<file path="config.mk">
export PLATFORM = sky130hd
export DESIGN_NAME = reg_scanner
export DESIGN_NICKNAME = d
export VERILOG_FILES = /design/src/rtl/reg_scanner_pkg.sv /design/src/rtl/reg_scanner.sv
export SDC_FILE = /design/constraint.sdc
export NUM_CORES = 1
export LEC_CHECK = 0
export CAP_MARGIN = 20
export CORE_ASPECT_RATIO = 0.8
export CORE_MARGIN = 4
export CORE_UTILIZATION = 47
export CTS_BUF_LIST = sky130_fd_sc_hd__clkbuf_4 sky130_fd_sc_hd__clkbuf_8 sky130_fd_sc_hd__clkbuf_16
export DETAILED_ROUTE_END_ITERATION = 8
export PLACE_DENSITY = 0.84
export SYNTH_ARGS = -nofsm -noshare
export SYNTH_HDL_FRONTEND = slang
export SYNTH_SLANG_ARGS = --single-unit
</file>
<file path="constraint.sdc">
create_clock -name clk -period 2.85 [get_ports clk]
set_input_delay 0.7125 -clock clk [delete_from_list [all_inputs] [get_ports clk]]
set_output_delay 0.7125 -clock clk [all_outputs]
set_load 0.01 [all_outputs]
</file>
<file path="src/rtl/reg_scanner_pkg.sv">
// Shared constants and FSM state encoding for the register-file debug scanner.
package reg_scanner_pkg;

  localparam int ADDR_W = 4;

  typedef enum logic [1:0] {
    IDLE = 2'd0,
    SEL  = 2'd1,
    SEND = 2'd2,
    DONE = 2'd3
  } state_e;

endpackage

</file>
<file path="src/rtl/reg_scanner.sv">
// Walks the register file debug port (full dump or a single index) and streams
// each captured word out over a valid/ready handshake.
module reg_scanner
  import reg_scanner_pkg::*;
#(
  parameter int REG_NUM = 16,
  parameter int DATA_W  = 16
) (
  input  logic              clk,
  input  logic              rst,
  input  logic              start,
  input  logic              mode,
  input  logic [3:0]        sel_in,
  input  logic              abort,
  output logic [3:0]        reg_sel,
  input  logic [DATA_W-1:0] regfile_data,
  output logic              out_valid,
  input  logic              out_ready,
  output logic [DATA_W-1:0] out_data,
  output logic [3:0]        out_idx,
  output logic              out_last,
  output logic              busy,
  output logic              done
);

  localparam logic [ADDR_W-1:0] LastIdx = ADDR_W'(REG_NUM - 1);

  state_e              state_q;
  logic                mode_q;
  logic [ADDR_W-1:0]   regSel_q;
  logic                outValid_q;
  logic [DATA_W-1:0]   outData_q;
  logic [ADDR_W-1:0]   outIdx_q;
  logic                outLast_q;
  logic                done_q;

  // Abort outranks everything once a scan is running, including a transfer on the same edge.
  always_ff @(posedge clk or negedge rst) begin
    if (!rst) begin
      state_q    <= IDLE;
      mode_q     <= 1'b0;
      regSel_q   <= '0;
      outValid_q <= 1'b0;
      outData_q  <= '0;
      outIdx_q   <= '0;
      outLast_q  <= 1'b0;
      done_q     <= 1'b0;
    end else if (abort && (state_q != IDLE)) begin
      state_q    <= IDLE;
      outValid_q <= 1'b0;
      done_q     <= 1'b0;
    end else begin
      case (state_q)
        IDLE: begin
          done_q <= 1'b0;
          if (start && !abort) begin
            state_q  <= SEL;
            mode_q   <= mode;
            regSel_q <= mode ? sel_in : '0;
          end
        end
        SEL: begin
          outData_q  <= regfile_data;
          outIdx_q   <= regSel_q;
          outLast_q  <= mode_q || (regSel_q == LastIdx);
          outValid_q <= 1'b1;
          state_q    <= SEND;
        end
        SEND: begin
          if (out_ready) begin
            outValid_q <= 1'b0;
            if (outLast_q) begin
              state_q <= DONE;
              done_q  <= 1'b1;
            end else begin
              regSel_q <= regSel_q + 4'd1;
              state_q  <= SEL;
            end
          end
        end
        DONE: begin
          done_q  <= 1'b0;
          state_q <= IDLE;
        end
        default: state_q <= IDLE;
      endcase
    end
  end

  assign reg_sel   = regSel_q;
  assign out_valid = outValid_q;
  assign out_data  = outData_q;
  assign out_idx   = outIdx_q;
  assign out_last  = outLast_q;
  assign done      = done_q;
  assign busy      = (state_q != IDLE);

endmodule

</file>
## Yosys cells after proc, flatten, opt, wreduce, memory -nomap -nowiden

Index checks and enable logic that the tools add are counted.

- Add/sub/neg operators: 1
- Equal/unequal tests: 10
- Multiplexer cells: 17
- Bitwise operators: 1
- Reductions and logical operators: 16

Operators by type and width:

| kind | number |
|---|---|
| two-way mux 4 bit | 4 |
| != test 3 bit (second input constant) | 3 |
| two-way mux 2 bit | 4 |
| case mux 2 bit (4 select lines) | 1 |
| case mux 4 bit (2 select lines) | 1 |
| != test 2 bit (second input constant) | 3 |
| AND reduction 2 bit | 3 |
| AND reduction 3 bit | 2 |
| nonzero test 3 bit | 2 |
| two-way mux 1 bit | 5 |
| AND reduction 5 bit | 1 |
| adder 4 x 1 -> 4 bit (second input constant) | 1 |
| equality test 2 bit (second input constant) | 2 |
| equality test 4 bit (second input constant) | 1 |
| case mux 1 bit (2 select lines) | 2 |
| nonzero test 2 bit | 2 |
| equality test 2 x 1 -> 1 bit (second input constant) | 1 |
| logical AND 1 bit | 2 |
| zero test 2 bit | 1 |
| OR reduction 2 bit | 1 |
| zero test 1 bit | 1 |
| logical OR 1 bit | 1 |
| NOT 1 bit | 1 |

- Flip-flop bits (word level): 30
- Input port bits: 26
- Output and inout bits: 28
- Logic and storage cells: 53

## Depth between registers and ports, before layout

- Depth after elaboration: 5
- Gate-level depth with buffers: 7
- Depth with buffers taken out: 6

## Worst setup path before layout

OpenSTA, ideal clock, no wires.

- Kind: reg-to-reg
- Start: register state_q[0]
- End: register outData_q[15], in the netlist out_data[15]
- Library setup time: 0.125 ns
- Arrival time: 1.467 ns
- Data required time: 2.725 ns
- Slack: 1.258 ns
- Cell stages (with the launch flop): 7
- Path buffers: 1
- Clock period less this slack: 1.592 ns
- Cell sequence: dfrtp_1 > inv_1 > ha_1 > nand2b_2 > nand2_2 > buf_4 > mux2_2

- Cells in the longest elaborated chain, start to end: 4
- Elaborated cells between the ends (all ways): 5
- Classes of those cells: eq/ne (1); bitwise (1); reduce/logical (3)

Ends and longest elaborated chain:

| element | RTL line | source |
|---|---|---|
| start, declared | reg_scanner.sv:28 | `state_e state_q;` |
| start signal, assigned | reg_scanner.sv:40 | `state_q <= IDLE;` |
| start signal, assigned | reg_scanner.sv:49 | `state_q <= IDLE;` |
| start signal, assigned | reg_scanner.sv:57 | `state_q <= SEL;` |
| nonzero test 2 bit | reg_scanner.sv:48 | `end else if (abort && (state_q != IDLE)) begin` |
| logical AND 1 bit | reg_scanner.sv:48 |  |
| NOT 1 bit (no line) | - |  |
| AND reduction 2 bit (no line) * | - |  |
| end signal, assigned | reg_scanner.sv:63 | `outData_q <= regfile_data;` |
| end, declared | reg_scanner.sv:32 | `logic [DATA_W-1:0] outData_q;` |

Mark *: on every way between the ends. The rest lies on a longest branch, timed or not.
A chain may end at the register's enable or synchronous reset.

## Worst setup path after layout

- Start: register state_q[1]
- End: output busy

- Cells in the longest elaborated chain, start to end: 1

Ends and longest elaborated chain:

| element | RTL line | source |
|---|---|---|
| nonzero test 2 bit | reg_scanner.sv:96 | `assign busy = (state_q != IDLE);` |
| end, declared | reg_scanner.sv:22 | `output logic busy,` |

No other way between the ends.

==> flow_metrics.tcl <==
set metrics [dict create \
    drt_iter0_drc 37 \
    postSynthCellCount 117 \
    yosys_warnings 0 \
    htree_levels 2 \
    p_sw_mw 0.8286 \
    ios 54 \
    slowest_delay_ps 530 \
    yosysUniqueCellTypes 33 \
    hold_end "out_data[8]" \
    port_buffers 53 \
    whs_path_depth 1 \
    seqPwrFrac_pct 31.0 \
    grt_pass1_wl_um 5733 \
    cp-start-kind "register" \
    syn_to_final_growth_pct 48.50 \
    r2r-end "reg_sel[0]" \
    clkLatencyLatePin_ps 280 \
    drc 0 \
    cts_setup_buffers 0 \
    rsz0062_at_grt "false" \
    p_int_mw 1.719 \
    path_clk_slew_ps 70 \
    slew_headroom_pct 66.54 \
    nets 206 \
    netlist_area_um2 1460 \
    regToRegSetupSlack_ps 930 \
    gr-usage-all-layers_pct 17.73 \
    min_period_ps 2406 \
    ant_nets 0 \
    tns_ps 0 \
    place_congestion 0.7679 \
    path_max_fanout 5 \
    numClockSinks 30 \
    cp-startpoint "state_q[1]" \
    initial_core_util_pct 50.85 \
    core_area_um2 2872 \
    place_area_um2 2026 \
    crit_path_top_delay_cell "clkdlybuf4s50_1" \
    vias_per_cell 5.481 \
    max_freq_mhz 415.6 \
    fp.dieArea_um2 4068 \
    core.rowCount 17 \
    ys_seq_area_share_pct 51.41 \
    cp_cell_sequence "inv_1, ha_1, inv_1, clkdlybuf4s50_1" \
    status "finished clean" \
    hpwlAfterDp_um 2521 \
    cp.arrival_ps 1690 \
    worstHoldPathType "register to register" \
    clock_path_buffers 2 \
    switching_share_pct 32.52 \
    cts_root_buffer "clkbuf_8" \
    die_h_um 57.86 \
    end_kind "output pin" \
    drtPass1Iterations 4 \
    grt_antenna_before_repair 0 \
    fillers 197 \
    overflow 0 \
    leakage_nw 0.9377 \
    via_count 1173 \
    first_global_vias 1200 \
    die_w_um 70.32 \
    finalCritPeriodShare_pct 84.42 \
    drt-total-wl_um 3326 \
    vdd_drop_max_uv 622.4 \
    tightest_slew_ps 502.0 \
    power_frac_comb_pct 48.0 \
    final_layout_size_suffix_gt1_share_pct 23.86 \
    slew_viol_final 0 \
    power_density_nw_per_um2 1175 \
    cts_buffers 5 \
    worstPathRequired_ps 2140 \
    clkPwrFrac_pct 21.0 \
    final_area_um2 2168 \
    hold_viol_final 0 \
    synth_area_per_cell_um2 12.48 \
    antenna_cells 0 \
    syn_nets 148 \
    timing.critical_path.mode_cell "inv_1" \
    setup_viol 0 \
    r2r_start "state_q[0]" \
    final_util_pct 75.51 \
    cts_hold_buf 0 \
    synth-seq-cells 30 \
    fin_skew_ps 3.043 \
    ctsResizeCount 0 \
    cts_tree "built" \
    hold_path.startpoint "out_data[8]" \
    path_class "register to output pin" \
    grt_max_degree 31 \
    max-cap-violations 0 \
    wl_per_cell_um 15.54 \
    rr_worst_depth 6 \
]
[power by group through the flow]
stage	clock, mW	sequential [mW]	combinational, mW
final	0.534	0.790	1.22
after global routing	0.563	0.816	1.33
after CTS	0.545	0.787	1.24
after detailed placement	0	0.790	1.23
after global placement	0	0.783	1.19
after floorplan	0	0.849	0.619
[layout make-up]
type                       count  area, µm²  share of cell area (%)
sequential                    30      750.7                   34.62
multi-input combinational     80      674.4                   31.10
timing repair buffer          54      538.0                   24.81
clock buffer                   6      82.58                   3.808
clock inverter                 2      60.06                   2.770
tap                           38      47.55                   2.193
inverter                       4      15.01                  0.6924
[state kept, by name, indices dropped and copies added, names as in the netlist]
register   flops
out_data      16
out_idx        4
reg_sel        4
state_q        2
done           1
mode_q         1
out_last       1
out_valid      1
[synthesized netlist by cell type, drive strengths merged]
master / instances / area share (%)
nand3: 5 / 1.7
inv: 4 / 1.0
a41oi: 1 / 0.60
nor2b: 1 / 0.43
o22a: 1 / 0.69
nor2: 5 / 1.8
a21oi: 1 / 0.34
mux2: 24 / 19
nand3b: 2 / 1.0
a22oi: 3 / 2.5
dfrtp: 30 / 51
and3: 1 / 0.43
a21bo: 1 / 0.69
buf: 3 / 1.4
nor3: 2 / 0.69
nand2b: 3 / 2.0
a211o: 1 / 0.60
o21ai: 7 / 2.4
and2b: 1 / 0.69
a31oi: 1 / 0.43
a211oi: 2 / 1.0
ha: 5 / 4.3
o211a: 1 / 0.69
nand2: 11 / 3.5
a32o: 1 / 0.69
[cells in the final DEF (no fill, tap or decap)]
master | synthesis | routed
and3_1 | 1 | 1
buf_4 | 2 | 1
a21bo_2 | 1 | 1
clkdlybuf4s50_1 | 0 | 53
clkbuf_8 | 0 | 6
nor3_1 | 2 | 2
a22oi_1 | 2 | 2
nor2b_1 | 1 | 1
bufinv_16 | 0 | 2
nand2b_4 | 1 | 1
o22a_2 | 1 | 1
mux2_2 | 22 | 22
a41oi_1 | 1 | 1
a32o_1 | 1 | 1
nor2_1 | 4 | 4
a31oi_1 | 1 | 1
inv_1 | 4 | 4
o21ai_0 | 7 | 7
nand2b_2 | 1 | 1
nand3_1 | 5 | 5
a211oi_1 | 2 | 2
a22oi_4 | 1 | 1
nand2_2 | 1 | 1
nand3b_1 | 2 | 2
ha_1 | 5 | 5
mux2_4 | 2 | 2
nand2_4 | 1 | 1
nor2_4 | 1 | 1
nand2b_1 | 1 | 1
nand2_1 | 9 | 9
o211a_1 | 1 | 1
a211o_1 | 1 | 1
a21oi_1 | 1 | 1
and2b_4 | 1 | 1
dfrtp_1 | 30 | 30
[routing by layer]
layer	wire [µm]	track usage [%]
met1	1468	22.20
met2	1478	27.47
met3	311	6.932
met4	68	7.650
met5	0	0
[stage by stage]
stage / worst slack, ps / power, mW / cells / hold slack, ps
global placement: 564.9 / 1.970 / 206 / 487.6
detailed placement: 490.1 / 2.022 / 206 / 493.9
CTS: 438.4 / 2.569 / 214 / 512.2
floorplan: 1258 / 1.469 / 117 / 416.9
global route: 356.0 / 2.705 / 214 / 523.7
finish: 444.0 / 2.548 / 214 / 507.4
[worst max-delay path: cells and delay by family, from the launching register on]
kind / cells / cell delay (ps)
buffers and inverters: 3 / 740
DFF: 1 / 420
adders and majority gates: 1 / 260
[how the worst max path moves through the flow]
stage | endpoint | slack (ps)
after CTS | busy | 440
after detailed placement | out_idx[3] | 490
after floorplan | out_data[15] | 1260
final | busy | 440
after global placement | out_data[7] | 560
after global routing | busy | 360
[logic make-up after synthesis]
group                      share of synthesized area (%)
AOI/OAI and AO/OA                                  10.62
adders and majority gates                          4.284
buffers and inverters                              2.398
DFF                                                51.41
muxes                                              19.02
and+or+nand+nor                                    12.25
No activity file was read; power rests on OpenSTA's default activity.
